===== src/rtl/mult_div_pkg.sv =====
// Shared types and helpers for the iterative multiply/divide sequencer.
package mult_div_pkg;

    typedef enum logic [1:0] {
        IDLE     = 2'd0,
        MULT_RUN = 2'd1,
        DIV_RUN  = 2'd2,
        DONE     = 2'd3
    } md_state_t;

    localparam logic OP_MULT = 1'b0;
    localparam logic OP_DIV  = 1'b1;

    function automatic int clog2(input int value);
        int result;
        int remaining;
        result    = 0;
        remaining = value - 1;
        while (remaining > 0) begin
            result++;
            remaining = remaining >> 1;
        end
        return result;
    endfunction

endpackage


===== src/rtl/div_step.sv =====
// One restoring shift-subtract iteration on unsigned magnitudes.
module div_step #(
    parameter int WIDTH = 32
) (
    input  logic [WIDTH-1:0] remIn,
    input  logic [WIDTH-1:0] quoIn,
    input  logic [WIDTH-1:0] divisor,
    output logic [WIDTH-1:0] remOut,
    output logic [WIDTH-1:0] quoOut
);

    logic [WIDTH:0]   shifted;
    logic [WIDTH-1:0] diffLow;

    // The true difference is below the divisor, so W bits hold it exactly.
    always_comb begin
        shifted = {remIn, quoIn[WIDTH-1]};
        diffLow = shifted[WIDTH-1:0] - divisor;
        if (shifted >= {1'b0, divisor}) begin
            remOut = diffLow;
            quoOut = {quoIn[WIDTH-2:0], 1'b1};
        end else begin
            remOut = shifted[WIDTH-1:0];
            quoOut = {quoIn[WIDTH-2:0], 1'b0};
        end
    end

endmodule


===== src/rtl/mult_div_ctrl.sv =====
// Iterative signed MULT (radix-2 Booth) / DIV (restoring) sequencer writing Hi/Lo.
module mult_div_ctrl
    import mult_div_pkg::*;
#(
    parameter int WIDTH = 32
) (
    input  logic                    Clk,
    input  logic                    Reset,
    input  logic                    Start,
    input  logic                    Op,
    input  logic signed [WIDTH-1:0] A,
    input  logic signed [WIDTH-1:0] B,
    output logic                    Busy,
    output logic                    Done,
    output logic                    DivZero,
    output logic [WIDTH-1:0]        Hi,
    output logic [WIDTH-1:0]        Lo
);

    localparam int CNT_W = (clog2(WIDTH) < 1) ? 1 : clog2(WIDTH);

    md_state_t state, stateNext;
    logic [CNT_W-1:0] count;
    logic             lastIter;
    logic             divZeroFlag;

    logic loadMult, loadDiv, divZeroSet, writeMult, writeDiv;

    logic signed [WIDTH-1:0] mcand;
    logic [2*WIDTH:0]        acc;
    logic [2*WIDTH:0]        accNext;
    logic signed [WIDTH:0]   hiExt, mcandExt, boothSum;

    logic [WIDTH-1:0] divisorMag, remReg, quoReg;
    logic [WIDTH-1:0] remNext, quoNext, remFinal, quoFinal;
    logic             negQuo, negRem;

    function automatic logic [WIDTH-1:0] magnitude(input logic signed [WIDTH-1:0] v);
        return v[WIDTH-1] ? -v : v;
    endfunction

    assign lastIter = (count == CNT_W'(WIDTH - 1));
    assign Busy     = (state == MULT_RUN) || (state == DIV_RUN);
    assign Done     = (state == DONE);
    assign DivZero  = Done && divZeroFlag;

    // Booth step: the upper half is widened by one bit so that subtracting the
    // most negative multiplicand cannot overflow before the arithmetic shift.
    always_comb begin
        hiExt    = {acc[2*WIDTH], acc[2*WIDTH:WIDTH+1]};
        mcandExt = {mcand[WIDTH-1], mcand};
        case (acc[1:0])
            2'b01:   boothSum = hiExt + mcandExt;
            2'b10:   boothSum = hiExt - mcandExt;
            default: boothSum = hiExt;
        endcase
        accNext = {boothSum, acc[WIDTH:1]};
    end

    div_step #(.WIDTH(WIDTH)) uDivStep (
        .remIn   (remReg),
        .quoIn   (quoReg),
        .divisor (divisorMag),
        .remOut  (remNext),
        .quoOut  (quoNext)
    );

    assign quoFinal = negQuo ? -quoNext : quoNext;
    assign remFinal = negRem ? -remNext : remNext;

    always_comb begin
        stateNext  = state;
        loadMult   = 1'b0;
        loadDiv    = 1'b0;
        divZeroSet = 1'b0;
        writeMult  = 1'b0;
        writeDiv   = 1'b0;
        case (state)
            IDLE: begin
                if (Start) begin
                    if (Op == OP_MULT) begin
                        stateNext = MULT_RUN;
                        loadMult  = 1'b1;
                    end else if (B == '0) begin
                        stateNext  = DONE;
                        divZeroSet = 1'b1;
                    end else begin
                        stateNext = DIV_RUN;
                        loadDiv   = 1'b1;
                    end
                end
            end
            MULT_RUN: begin
                if (lastIter) begin
                    stateNext = DONE;
                    writeMult = 1'b1;
                end
            end
            DIV_RUN: begin
                if (lastIter) begin
                    stateNext = DONE;
                    writeDiv  = 1'b1;
                end
            end
            default: stateNext = IDLE;
        endcase
    end

    always_ff @(posedge Clk) begin
        if (Reset) begin
            state       <= IDLE;
            count       <= '0;
            divZeroFlag <= 1'b0;
            Hi          <= '0;
            Lo          <= '0;
        end else begin
            state       <= stateNext;
            divZeroFlag <= divZeroSet;
            if (loadMult || loadDiv) begin
                count <= '0;
            end else if (Busy) begin
                count <= count + 1'b1;
            end
            if (writeMult) begin
                Hi <= accNext[2*WIDTH:WIDTH+1];
                Lo <= accNext[WIDTH:1];
            end else if (writeDiv) begin
                Hi <= remFinal;
                Lo <= quoFinal;
            end
        end
    end

    // Operand and iteration registers; only meaningful while a run is active.
    always_ff @(posedge Clk) begin
        if (loadMult) begin
            mcand <= A;
            acc   <= {{WIDTH{1'b0}}, B, 1'b0};
        end else if (state == MULT_RUN) begin
            acc <= accNext;
        end
        if (loadDiv) begin
            divisorMag <= magnitude(B);
            quoReg     <= magnitude(A);
            remReg     <= '0;
            negQuo     <= A[WIDTH-1] ^ B[WIDTH-1];
            negRem     <= A[WIDTH-1];
        end else if (state == DIV_RUN) begin
            remReg <= remNext;
            quoReg <= quoNext;
        end
    end

endmodule


===== config.mk =====
export PLATFORM = sky130hd
export DESIGN_NAME = mult_div_ctrl
export DESIGN_NICKNAME = d
export VERILOG_FILES = /design/src/rtl/mult_div_pkg.sv /design/src/rtl/div_step.sv /design/src/rtl/mult_div_ctrl.sv
export SDC_FILE = /design/constraint.sdc
export NUM_CORES = 1
export LEC_CHECK = 0
export ABC_AREA = 1
export CORE_MARGIN = 3
export CORE_UTILIZATION = 42
export DETAILED_ROUTE_END_ITERATION = 6
export DONT_BUFFER_PORTS = 1
export PLACE_DENSITY = 0.59
export SYNTH_ARGS = -nofsm -noshare
export SYNTH_HDL_FRONTEND = slang
export SYNTH_SLANG_ARGS = --single-unit

===== constraint.sdc =====
create_clock -name Clk -period 3.65 [get_ports Clk]
set_input_delay 0.73 -clock Clk [delete_from_list [all_inputs] [get_ports Clk]]
set_output_delay 0.73 -clock Clk [all_outputs]
set_load 0.01 [all_outputs]

---- Word level (Yosys, flattened, before mapping) ----
Index checks and enable logic that the tools add are counted.
operators by class
  add/subtract/negate cells ............... 8
  order comparisons ....................... 1
  equality and inequality tests ........... 8
  muxes and demuxes ....................... 31
  bitwise gates (word level) .............. 4
  reductions and logical operators ........ 12
operators with widths
  operator                                               count
  2-to-1 mux 32 bit                                      10
  negation 32 bit                                        4
  2-to-1 mux 33 bit                                      2
  case mux 33 bit (2 select lines)                       1
  adder 32 x 32 -> 33 bit                                1
  >= comparator 33 x 32 -> 1 bit                         1
  subtractor 32 x 32 -> 33 bit                           1
  zero test 32 bit                                       1
  subtractor 32 bit                                      1
  2-to-1 mux 31 bit                                      1
  2-to-1 mux 1 bit                                       13
  equality test 2 bit, second input constant             3
  2-to-1 mux 2 bit                                       3
  nonzero test 2 bit                                     3
  adder 5 x 1 -> 5 bit, second input constant            1
  equality test 5 bit, second input constant             1
  equality test 2 x 1 -> 1 bit, second input constant    2
  case mux 2 bit (2 select lines)                        1
  OR reduction 2 bit                                     2
  OR reduction 4 bit                                     1
  inverter 1 bit                                         3
  zero test 2 bit                                        1
  logical OR 1 bit                                       2
  inequality test 2 x 1 -> 1 bit, second input constant  1
  other kinds (4)                                        4
storage, ports and cells
  flip-flop bits (word level) ............. 267
  input port bits ......................... 68
  output and inout port bits .............. 67
  logic and storage cells ................. 78

---- Depth between registers and ports, before layout ----
Gate-level depths: netlist of the first run.
  depth in word-level cells ............... 7
  mapped depth ............................ 29
  depth with buffers taken out ............ 27

---- Hierarchy ----
Synthesis of the first run repeated with hierarchy kept, for this count alone.
second synthesis, totals
  cell total of the unflattened synthesis .. 3,079
  area total of the unflattened synthesis .. 20,672.3 µm²
by module, submodules not included
  module         times used  cells each  area an instance (µm²)  seq. area each (µm²)
  mult_div_ctrl  1           2,401       17,279.1                6,646.4
  div_step       1           678         3,393.3                 0.0

---- Worst setup path after synthesis of the first run ----
No wires, ideal clock.
  path type ............................... register -> register
  start ................................... reg divisorMag[14]
  end ..................................... reg Lo[30]
  setup time .............................. 132 ps
  data arrival time ....................... 3,666 ps
  path slack .............................. -148 ps
  stages on the path, launching flop included .. 26
  period minus slack after synthesis ...... 3,798 ps
  cells stage by stage .................... edfxtp_1 -> inv_1 -> ha_1 -> a21oi_1 -> o21ai_0 -> a21oi_2 -> nand2_2 -> nand2_2 -> nand2_4 -> buf_12 -> inv_4 -> buf_6 -> ha_1 -> nand2_1 -> nor3_1 -> nand3_1 -> nor3_1 -> nand2_1 -> nand2_1 -> o21a_1 -> o21ai_0 -> a21oi_1 -> o21ai_0 -> xor2_1 -> o21ai_0 -> a21oi_1
on the way
  word-level cells in the longest chain between the ends .. 6
ends and longest elaborated chain
  element                         RTL line              source
  start: declaration              mult_div_ctrl.sv:34   logic [WIDTH-1:0] divisorMag, remReg, quoReg;
  start signal: assignment        mult_div_ctrl.sv:143  divisorMag <= magnitude(B);
  >= comparator 33 x 32 -> 1 bit  div_step.sv:19        if (shifted >= {1'b0, divisor}) begin
  2-to-1 mux 1 bit                div_step.sv:19
  negation 32 bit                 mult_div_ctrl.sv:68   assign quoFinal = negQuo ? -quoNext : quoNext;
  2-to-1 mux 32 bit               mult_div_ctrl.sv:68
  2-to-1 mux 32 bit               mult_div_ctrl.sv:127  end else if (writeDiv) begin
  2-to-1 mux 32 bit               mult_div_ctrl.sv:124  if (writeMult) begin
  end signal: assignment          mult_div_ctrl.sv:126  Lo <= accNext[WIDTH:1];
  end signal: assignment          mult_div_ctrl.sv:129  Lo <= quoFinal;
  end: declaration                mult_div_ctrl.sv:17   output logic [WIDTH-1:0] Lo
No other way between the ends. The select of a mux whose other input is x is not followed.
A chain may end at the register's enable or synchronous reset.

---- Worst setup path in the final report of the first run ----
  start ................................... reg mcand[0]
  end ..................................... reg Hi[29]
on the way
  word-level cells in the longest chain between the ends .. 3
ends and longest elaborated chain
  element                                                                         RTL line                                  source
  start: declaration                                                              mult_div_ctrl.sv:29                       logic signed [WIDTH-1:0] mcand;
  start signal: assignment                                                        mult_div_ctrl.sv:137                      mcand <= A;
  subtractor 32 x 32 -> 33 bit / adder 32 x 32 -> 33 bit (equally long branches)  mult_div_ctrl.sv:54, mult_div_ctrl.sv:53
  case mux 33 bit (2 select lines) (*)                                            mult_div_ctrl.sv:52                       case (acc[1:0])
  2-to-1 mux 32 bit (*)                                                           mult_div_ctrl.sv:124
  end signal: assignment                                                          mult_div_ctrl.sv:125                      Hi <= accNext[2*WIDTH:WIDTH+1];
  end signal: assignment                                                          mult_div_ctrl.sv:128                      Hi <= remFinal;
  end: declaration                                                                mult_div_ctrl.sv:16                       output logic [WIDTH-1:0] Hi,
Every way passes the cells marked *; elsewhere a longest branch is shown, timed or not.

==> results of run 1 <==
[power by group]
group / internal (mW) / switching (mW) / leakage (nW) / total, mW
logic: 5.88 / 7.90 / 7.61 / 13.8
registers: 4.06 / 0.762 / 2.35 / 4.82
clock network: 1.72 / 1.32 / 0.485 / 3.04
total: 11.7 / 9.98 / 10.4 / 21.6
[worst paths after layout]
kind                                           from                   to  slack, ns
worst max-delay path             mcand[0]$_DFFE_PP_  Hi[29]$_SDFFE_PP0P_      -0.22
worst min-delay path                          Reset  Lo[23]$_SDFFE_PP0P_       0.20
worst max register to register   mcand[0]$_DFFE_PP_  Hi[29]$_SDFFE_PP0P_      -0.22
worst min register to register  acc[0]$_SDFFE_PP0P_  acc[0]$_SDFFE_PP0P_       0.46
[cells in the mapped netlist (all sizes together), types with 3 or more instances]
cell,number
nor3,54
o31ai,5
o211ai,15
nor2,211
xnor2,28
nand3b,8
nor4,15
nand4,26
edfxtp,130
nand2,629
a31oi,12
clkbuf,71
o21ai,289
a21oi,198
o21a,7
ha,76
o22ai,20
buf,19
o221ai,11
xor2,93
a22o,10
inv,329
o21bai,10
or2,26
nand3,146
and2,3
a21o,5
dfxtp,137
[registers in the layout (all words and copies together) (netlist names)]
| register | cells |
|---|---|
| remReg | 32 |
| Lo | 32 |
| state | 2 |
| divZeroFlag | 1 |
| acc | 65 |
| negQuo | 1 |
| mcand | 32 |
| negRem | 1 |
| quoReg | 32 |
| count | 5 |
| divisorMag | 32 |
| Hi | 32 |
[layer usage]
layer	global-route usage [%]	vias up
li1	-	9163
met1	37.11	8778
met2	45.90	494
met3	4.886	74
met4	5.750	0
met5	0	-
[cell families after synthesis]
logic type,after synthesis,share of synthesized area [%]
and+or+nand+nor,1122,26.18
adders and majority gates,78,5.369
muxes,1,0.05424
xor gates and xnor gates,121,5.742
AOI/OAI and AO/OA,593,17.67
buffers and inverters,421,8.969
DFF,267,36.01
[cell type report]
class	instances	area, um2	area share (%)
Clock buffer	41	854.6	3.603
Clock inverter	17	128.9	0.5434
Inverter	331	1250	5.270
Multi-Input combinational cell	1915	11740	49.51
Sequential cell	267	6646	28.02
Tap cell	585	732.0	3.086
Timing Repair Buffer	302	2362	9.960
[repair_timing]
action,CTS,global route
setup buffers,19,20
hold buffers,0,0
setup endpoints to repair,39,58
gates resized for setup,169,214
pin swaps,61,73
==> summary.txt, run 1 <==
Outcome
  • Result of the run: complete, but fails checks
  • Failing checks: setup timing

Finish
  • Commonest non-fill, non-tap cell in the layout: nand2_1
  • Fillers: 4116
  • Commonest non-fill, non-tap cells in the layout: nand2_1 (571), inv_1 (289), buf_4 (286), o21ai_0 (229), nor2_1 (177)
  • Fin util: 54.81%
  • Proportion of layout cells with a drive suffix above 1: 24.23%
  • Post-layout instance area: 23720 um2
  • Number of diodes: 0
  • Final Net Count: 2994
  • Number of standard cells in the final layout excluding fillers: 3458
  • Syn-to-layout area delta: 28.50%

Clock tree
  • Master cell of the clock root buffer: clkbuf_16
  • Clock tree sinks: 267
  • Clock tree from TritonCTS: done
  • Max Root-Sink Buffers: 3
  • Clock transition time at the flip-flop clock pins of the worst setup and hold paths: 0.06 ns
  • Number of buffers created by CTS: 31
  • Level count of the clock H-tree: 1
  • Clock insertion delay at the later pin of the skew report: 0.60 ns

Global routing
  • Maximum number of pins on one net before global-route repair: 89
  • Via count of the first global-routing pass: 17740
  • Global-route wire length before repair: 101.0 mm
  • Total routing usage reported by global routing: 27.36%
  • Total grt overflow: 0
  • Number of antenna violations at the first check in global routing: 0

Die
  • Die extent in y: 215.6 um
  • Width of the chip: 215.6 um
  • Starting density of the core: 42.66%
  • Cell Rows: 76
  • Core Footprint: 43270 um2
  • Die outline area: 46500 um2
  • Num ports: 135

Detailed routing
  • Post-route met1 wirelength: 29.50 mm
  • Average wire per cell in the routed design: 19.20 um
  • Detailed route wirelength on metal3: 4.209 mm
  • Met2 layer wire length in the routed design: 31.37 mm
  • Initial detailed-routing violation count: 1574
  • Top sig layer: met4
  • Routed Antenna Nets: 0
  • Via Count: 18510
  • Post-route DRC: 0
  • Vias per cell: 5.353
  • Detailed Routing Iterations Pass 1: 7
  • Total Routed Length: 66.40 mm

Critical path
  • Crit path DAT: 4.35 ns
  • Crit-path leading delay family: simple AND/OR/NAND/NOR gates
  • Worst Reg2Reg Path Length in Cells: 24
  • Levels on crit path: 24
  • Buf+Inv Stages, Crit Path: 4
  • Slowest library cell on the worst path: edfxtp_1
  • Launching element type of the critical path: flip-flop
  • Cell repeated most along the worst path: nand2_1
  • Ordered list of cells on the worst path: buf_6, inv_4, ha_4, nand4_1, nor2_2, nand3_2, nor4_4, buf_4, a21oi_2, xnor2_1, ha_2, buf_6, nand2_8, nor2_4, nand2_1, o211ai_1, nand3_1, o2111ai_2, or2_4, nand3_2, o21ai_2, nand2_1, nand2_1, a21oi_2
  • Critical-path maximum fanout: 3
  • Critical Path Sink Type: flip-flop
  • CP Class: reg2reg
  • Required time reported for the critical path endpoint: 4.13 ns
  • Slowest cell delay on critical path: 0.43 ns

STA
  • RSZ-0062 raised after global routing: yes
  • Count of pins over their slew limit: 0
  • Final period util: 106.1%
  • Worst hold-check slack: 0.1989 ns
  • Max Fclk: 258.2 MHz
  • Relative max-transition margin: 39.29%
  • Measured slew at the worst slew-check pin: 0.9106 ns
  • Setup violation total in the final timing report: 19
  • Post-route minimum period: 3.873 ns
  • Number of failing hold endpoints at the final stage: 0
  • Accumulated negative setup slack: -1.698 ns
  • Post-layout worst setup margin: -0.2227 ns
  • Skew final: 0.01817 ns

Yosys
  • Cell count after synthesis: 2603
  • Primary flip-flop cell chosen by synthesis mapping: dfxtp_1
  • Sequential share of the synthesized area: 36.01%
  • Share of async-settable or async-resettable flops after synthesis: 0%
  • Register bit total from synthesis: 267
  • Portion of synthesized cell area occupied by the leading cell type: 21.15%
  • Top cells by area in the synthesized netlist: edfxtp_1 (21%), dfxtp_1 (15%), nand2_1 (12%)
  • Warnings, synthesis: 0
  • Netlist Area Pre-Place: 18460 um2
  • Synthesized area divided by synthesized cell count: 7.090 um2
  • Number of nets in the synthesized netlist: 2749
  • Number of flops mapped to enable cells by yosys: 130
  • Synth unique cells: 60
  • Cell taking the most area after synthesis: edfxtp_1

Placement
  • Port Buf Inserts: 0
  • Post-placement cell count: 3362
  • DP Area: 20890 um2
  • Post-place setup slack: -0.5782 ns
  • GP Congestion: 0.9161
  • HPWL after detailed placement: 51.78 mm

Min path
  • Cells on Worst Hold Path: 1
  • Worst hold path type: in2reg

Pwr
  • Peak supply drop: 0.4509 mV
  • PD cells: 912.6 nW/um2
  • Leakage power figure: 10.44 nW
  • Power, Total: 21.64 mW

Flow run
  • Maximum capacitance violations: 0
No activity file was read; power rests on OpenSTA's default activity.
==> run 2, diff against run 1 <==
ABC_CLOCK_PERIOD_IN_PS = 3650   (was unset)
SKIP_LAST_GASP = 1   (was unset)
SYNTH_HIERARCHICAL = 1   (was unset)
==> summary.txt, run 2 <==
Detailed routing
  • Routed Antenna Nets: 0 (unchanged)
  • Initial detailed-routing violation count: 1911 (+21%)
  • Detailed Routing Iterations Pass 1: 6 (-1)
  • Average wire per cell in the routed design: 19.63 um (+2.2%)
  • Post-route DRC: 0 (unchanged)
  • Via Count: 19940 (+7.7%)
  • Vias per cell: 5.284 (-1.3%)
  • Total Routed Length: 74.05 mm (+12%)

Critical path
  • Crit-path leading delay family: simple AND/OR/NAND/NOR gates
  • Critical Path Sink Type: flip-flop
  • Buf+Inv Stages, Crit Path: 5 (+1)
  • Slowest cell delay on critical path: 0.39 ns (-0.04 ns)
  • Critical-path maximum fanout: 9 (+6)
  • Launching element type of the critical path: flip-flop
  • Required time reported for the critical path endpoint: 4.12 ns (about the same)
  • Slowest library cell on the worst path: ha_2
  • Cell repeated most along the worst path: nand2_1
  • Crit path DAT: 3.91 ns (-0.44 ns)
  • CP Class: reg2reg

STA
  • Max Fclk: 290.9 MHz (+13%)
  • Relative max-transition margin: 30.07% (-9.2 points)
  • Measured slew at the worst slew-check pin: 1.048 ns (+0.1371 ns)
  • Skew final: 0.03177 ns (+0.01360 ns)
  • Final period util: 94.19% (-12 points)
  • Post-route minimum period: 3.438 ns (-0.4348 ns)
  • Post-layout worst setup margin: 0.2121 ns (+0.4348 ns)
  • Count of pins over their slew limit: 0 (unchanged)
  • Setup violation total in the final timing report: 0 (-19)
  • Number of failing hold endpoints at the final stage: 0 (unchanged)
  • RSZ-0062 raised after global routing: yes

Yosys
  • Dominant cell by count in the synthesized netlist: nand2_1
  • Warnings, synthesis: 6 (+6)
  • Cell taking the most area after synthesis: edfxtp_1
  • Synthesized area divided by synthesized cell count: 6.714 um2 (-5.3%)
  • Top cells by area in the synthesized netlist: edfxtp_1 (19%), nand2_1 (17%), dfxtp_1 (13%)
  • Share of async-settable or async-resettable flops after synthesis: 0% (unchanged)
  • Cell count after synthesis: 3079 (+18%)
  • Primary flip-flop cell chosen by synthesis mapping: dfxtp_1
  • Portion of synthesized cell area occupied by the leading cell type: 18.88% (-2.3 points)
  • Sequential share of the synthesized area: 32.15% (-3.9 points)
  • Number of flops mapped to enable cells by yosys: 130 (unchanged)
  • Register bit total from synthesis: 267 (unchanged)
  • Leading cell types by count after synthesis: nand2_1 (913), inv_1 (491), nor2_1 (229)
  • Netlist Area Pre-Place: 20670 um2 (+12%)
  • Number of nets in the synthesized netlist: 3225 (+17%)
  • Synth unique cells: 61 (+1.7%)

Clock tree
  • Number of buffers inserted for hold repair after clock tree synthesis: 0 (unchanged)
  • Max Root-Sink Buffers: 3 (unchanged)
  • Clock insertion delay at the later pin of the skew report: 0.56 ns (-0.04 ns)
  • Clock tree sinks: 267 (unchanged)
  • Clock tree from TritonCTS: done
  • Level count of the clock H-tree: 2 (+1)
  • Clock transition time at the flip-flop clock pins of the worst setup and hold paths: 0.06 ns (about the same)
  • Master cell of the clock root buffer: clkbuf_16
  • Number of buffers created by CTS: 34 (+9.7%)

Die
  • Num ports: 135 (unchanged)
  • Die extent in y: 227.9 um (+5.7%)
  • Core Footprint: 48150 um2 (+11%)
  • Starting density of the core: 42.94% (+0.28 points)
  • Width of the chip: 227.9 um (+5.7%)
  • Cell Rows: 80 (+5.3%)
  • Die outline area: 51920 um2 (+12%)

Finish
  • Fillers: 4957 (+20%)
  • Proportion of layout cells with a drive suffix above 1: 14.34% (-9.9 points)
  • Max FFs per register: 65 (unchanged)
  • Multi-input combinational cell area: 12100 um2 (+3.0%)
  • Final Net Count: 3238 (+8.1%)
  • Biggest register: acc
  • Syn-to-layout area delta: 13.65%
  • Commonest non-fill, non-tap cell in the layout: nand2_1
  • Commonest non-fill, non-tap cells in the layout: nand2_1 (879), inv_1 (479), nand3_1 (194), nor2_1 (192), a21oi_1 (147)
  • Number of diodes: 0 (unchanged)
  • Area used by sequential logic in the layout: 6646 um2 (unchanged)

Min path
  • Worst hold path type: in2reg

Global routing
  • Met1 capacity usage during global routing: 37.15% (+0.041 points)
  • GRT busiest layer: met2
  • Global-route wire length before repair: 111.9 mm (+11%)
  • Via count of the first global-routing pass: 19080 (+7.5%)
  • Met2 GRT Util: 43.89% (-2.0 points)
  • Maximum number of pins on one net before global-route repair: 87 (-2.2%)
  • Total grt overflow: 0 (unchanged)
  • Total routing usage reported by global routing: 27.40% (+0.040 points)
  • Number of antenna violations at the first check in global routing: 1 (+1)
  • Routing usage on met3: 6.150% (+1.3 points)

Pwr
  • Logic gate share of total power: 59.3% (-4.4 points)
  • Peak supply drop: 0.4796 mV (+6.4%)
  • Clk network pwr share: 17.3% (+3.3 points)
  • PD cells: 875.8 nW/um2 (-4.0%)
  • Sw power: 10.33 mW (+3.5%)
  • Power share of the sequential group: 23.3% (+1.0 points)
  • Power, Total: 20.58 mW (-4.9%)
  • Leakage power figure: 10.95 nW (+4.9%)
  • Int Power: 10.25 mW (-12%)
  • Switching part of the total: 50.20% (+4.1 points)

Outcome
  • Result of the run: finished, final reports clean

Flow run
  • Maximum capacitance violations: 0 (unchanged)

Placement
  • Post-place setup slack: -0.1333 ns (+0.4449 ns)
  • Port Buf Inserts: 0 (unchanged)
  • HPWL after detailed placement: 58.56 mm (+13%)
  • GP Congestion: 0.9425 (+2.9%)
## run 2: changes by cell type after synthesis, moves of 31 or more
cell     delta
nand2_1   +305
inv_1     +171
o21ai_0   -132
nand3_1    +54
a21oi_1    -39
nor2_1     +32
buf_4      +31
## run 2: cell families after synthesis
family          share of synthesized area [%]
simple gates                            31.74
buf+inv                                 13.04
fa+ha+maj                               4.794
xor+xnor                                5.169
flops                                   32.15
mux                                   0.05447
compound gates                          13.06
## run 2: timing repair
action                                  in CTS  in global routing
endpoints found under the setup margin      13                 50
buffers inserted                             1                 20
resized for setup                            5                173
pin swaps                                    2                 20
hold endpoints to repair                     0                  0
cloned                                       0                  0
## run 2: per-layer routing
layer	up-vias	share of wire, %
met2	567	45
met5	-	0
met4	0	2.9
met3	119	7.2
li1	9878	-
met1	9372	45
## run 2: final timing paths
check                                               from                  end  slack (ns)  cells past startpoint
worst min-delay path                               Reset  Hi[19]$_SDFFE_PP0P_        0.25                      1
worst min register to register       acc[0]$_SDFFE_PP0P_  acc[0]$_SDFFE_PP0P_        0.46                      2
worst max-delay path            divisorMag[13]$_DFFE_PP_  Hi[18]$_SDFFE_PP0P_        0.21                     25
worst max register to register  divisorMag[13]$_DFFE_PP_  Hi[18]$_SDFFE_PP0P_        0.21                     25
## run 2: through the flow
stage / setup TNS [ns] / cell area, um2 / hold WS (ns) / utilization [%] / cells
5_1_grt: -0.6028 / 23500 / 0.2247 / 48.80 / 3773
4_1_cts: 0 / 22610 / 0.2270 / 46.96 / 3753
3_5_place_dp: -0.5811 / 21430 / 0.4479 / 44.51 / 3691
3_3_place_gp: -0.5482 / 21430 / 0.4430 / 44.51 / 3691
2_1_floorplan: 0 / 20670 / 0.4304 / - / 3079
6_report: 0 / 23500 / 0.2456 / 48.80 / 3773
## run 2: power by group through the flow
| stage | Clock [mW] | Combinational [mW] | Sequential, mW |
|---|---|---|---|
| 6_report | 3.57 | 12.2 | 4.80 |
| 5_1_grt | 3.73 | 13.5 | 4.88 |
| 4_1_cts | 3.61 | 11.2 | 4.75 |
| 3_5_place_dp | 0 | 11.1 | 4.81 |
| 3_3_place_gp | 0 | 11.0 | 4.80 |
| 2_1_floorplan | 0 | 7.97 | 4.40 |
## run 2: layout make-up
type                       instances  area share [%]
inverter                         528           8.462
sequential                       267           28.29
multi-input combinational       2162           51.49
clock buffer                      40           3.845
tap                              656           3.493
clock inverter                    21           1.081
timing repair buffer              99           3.339
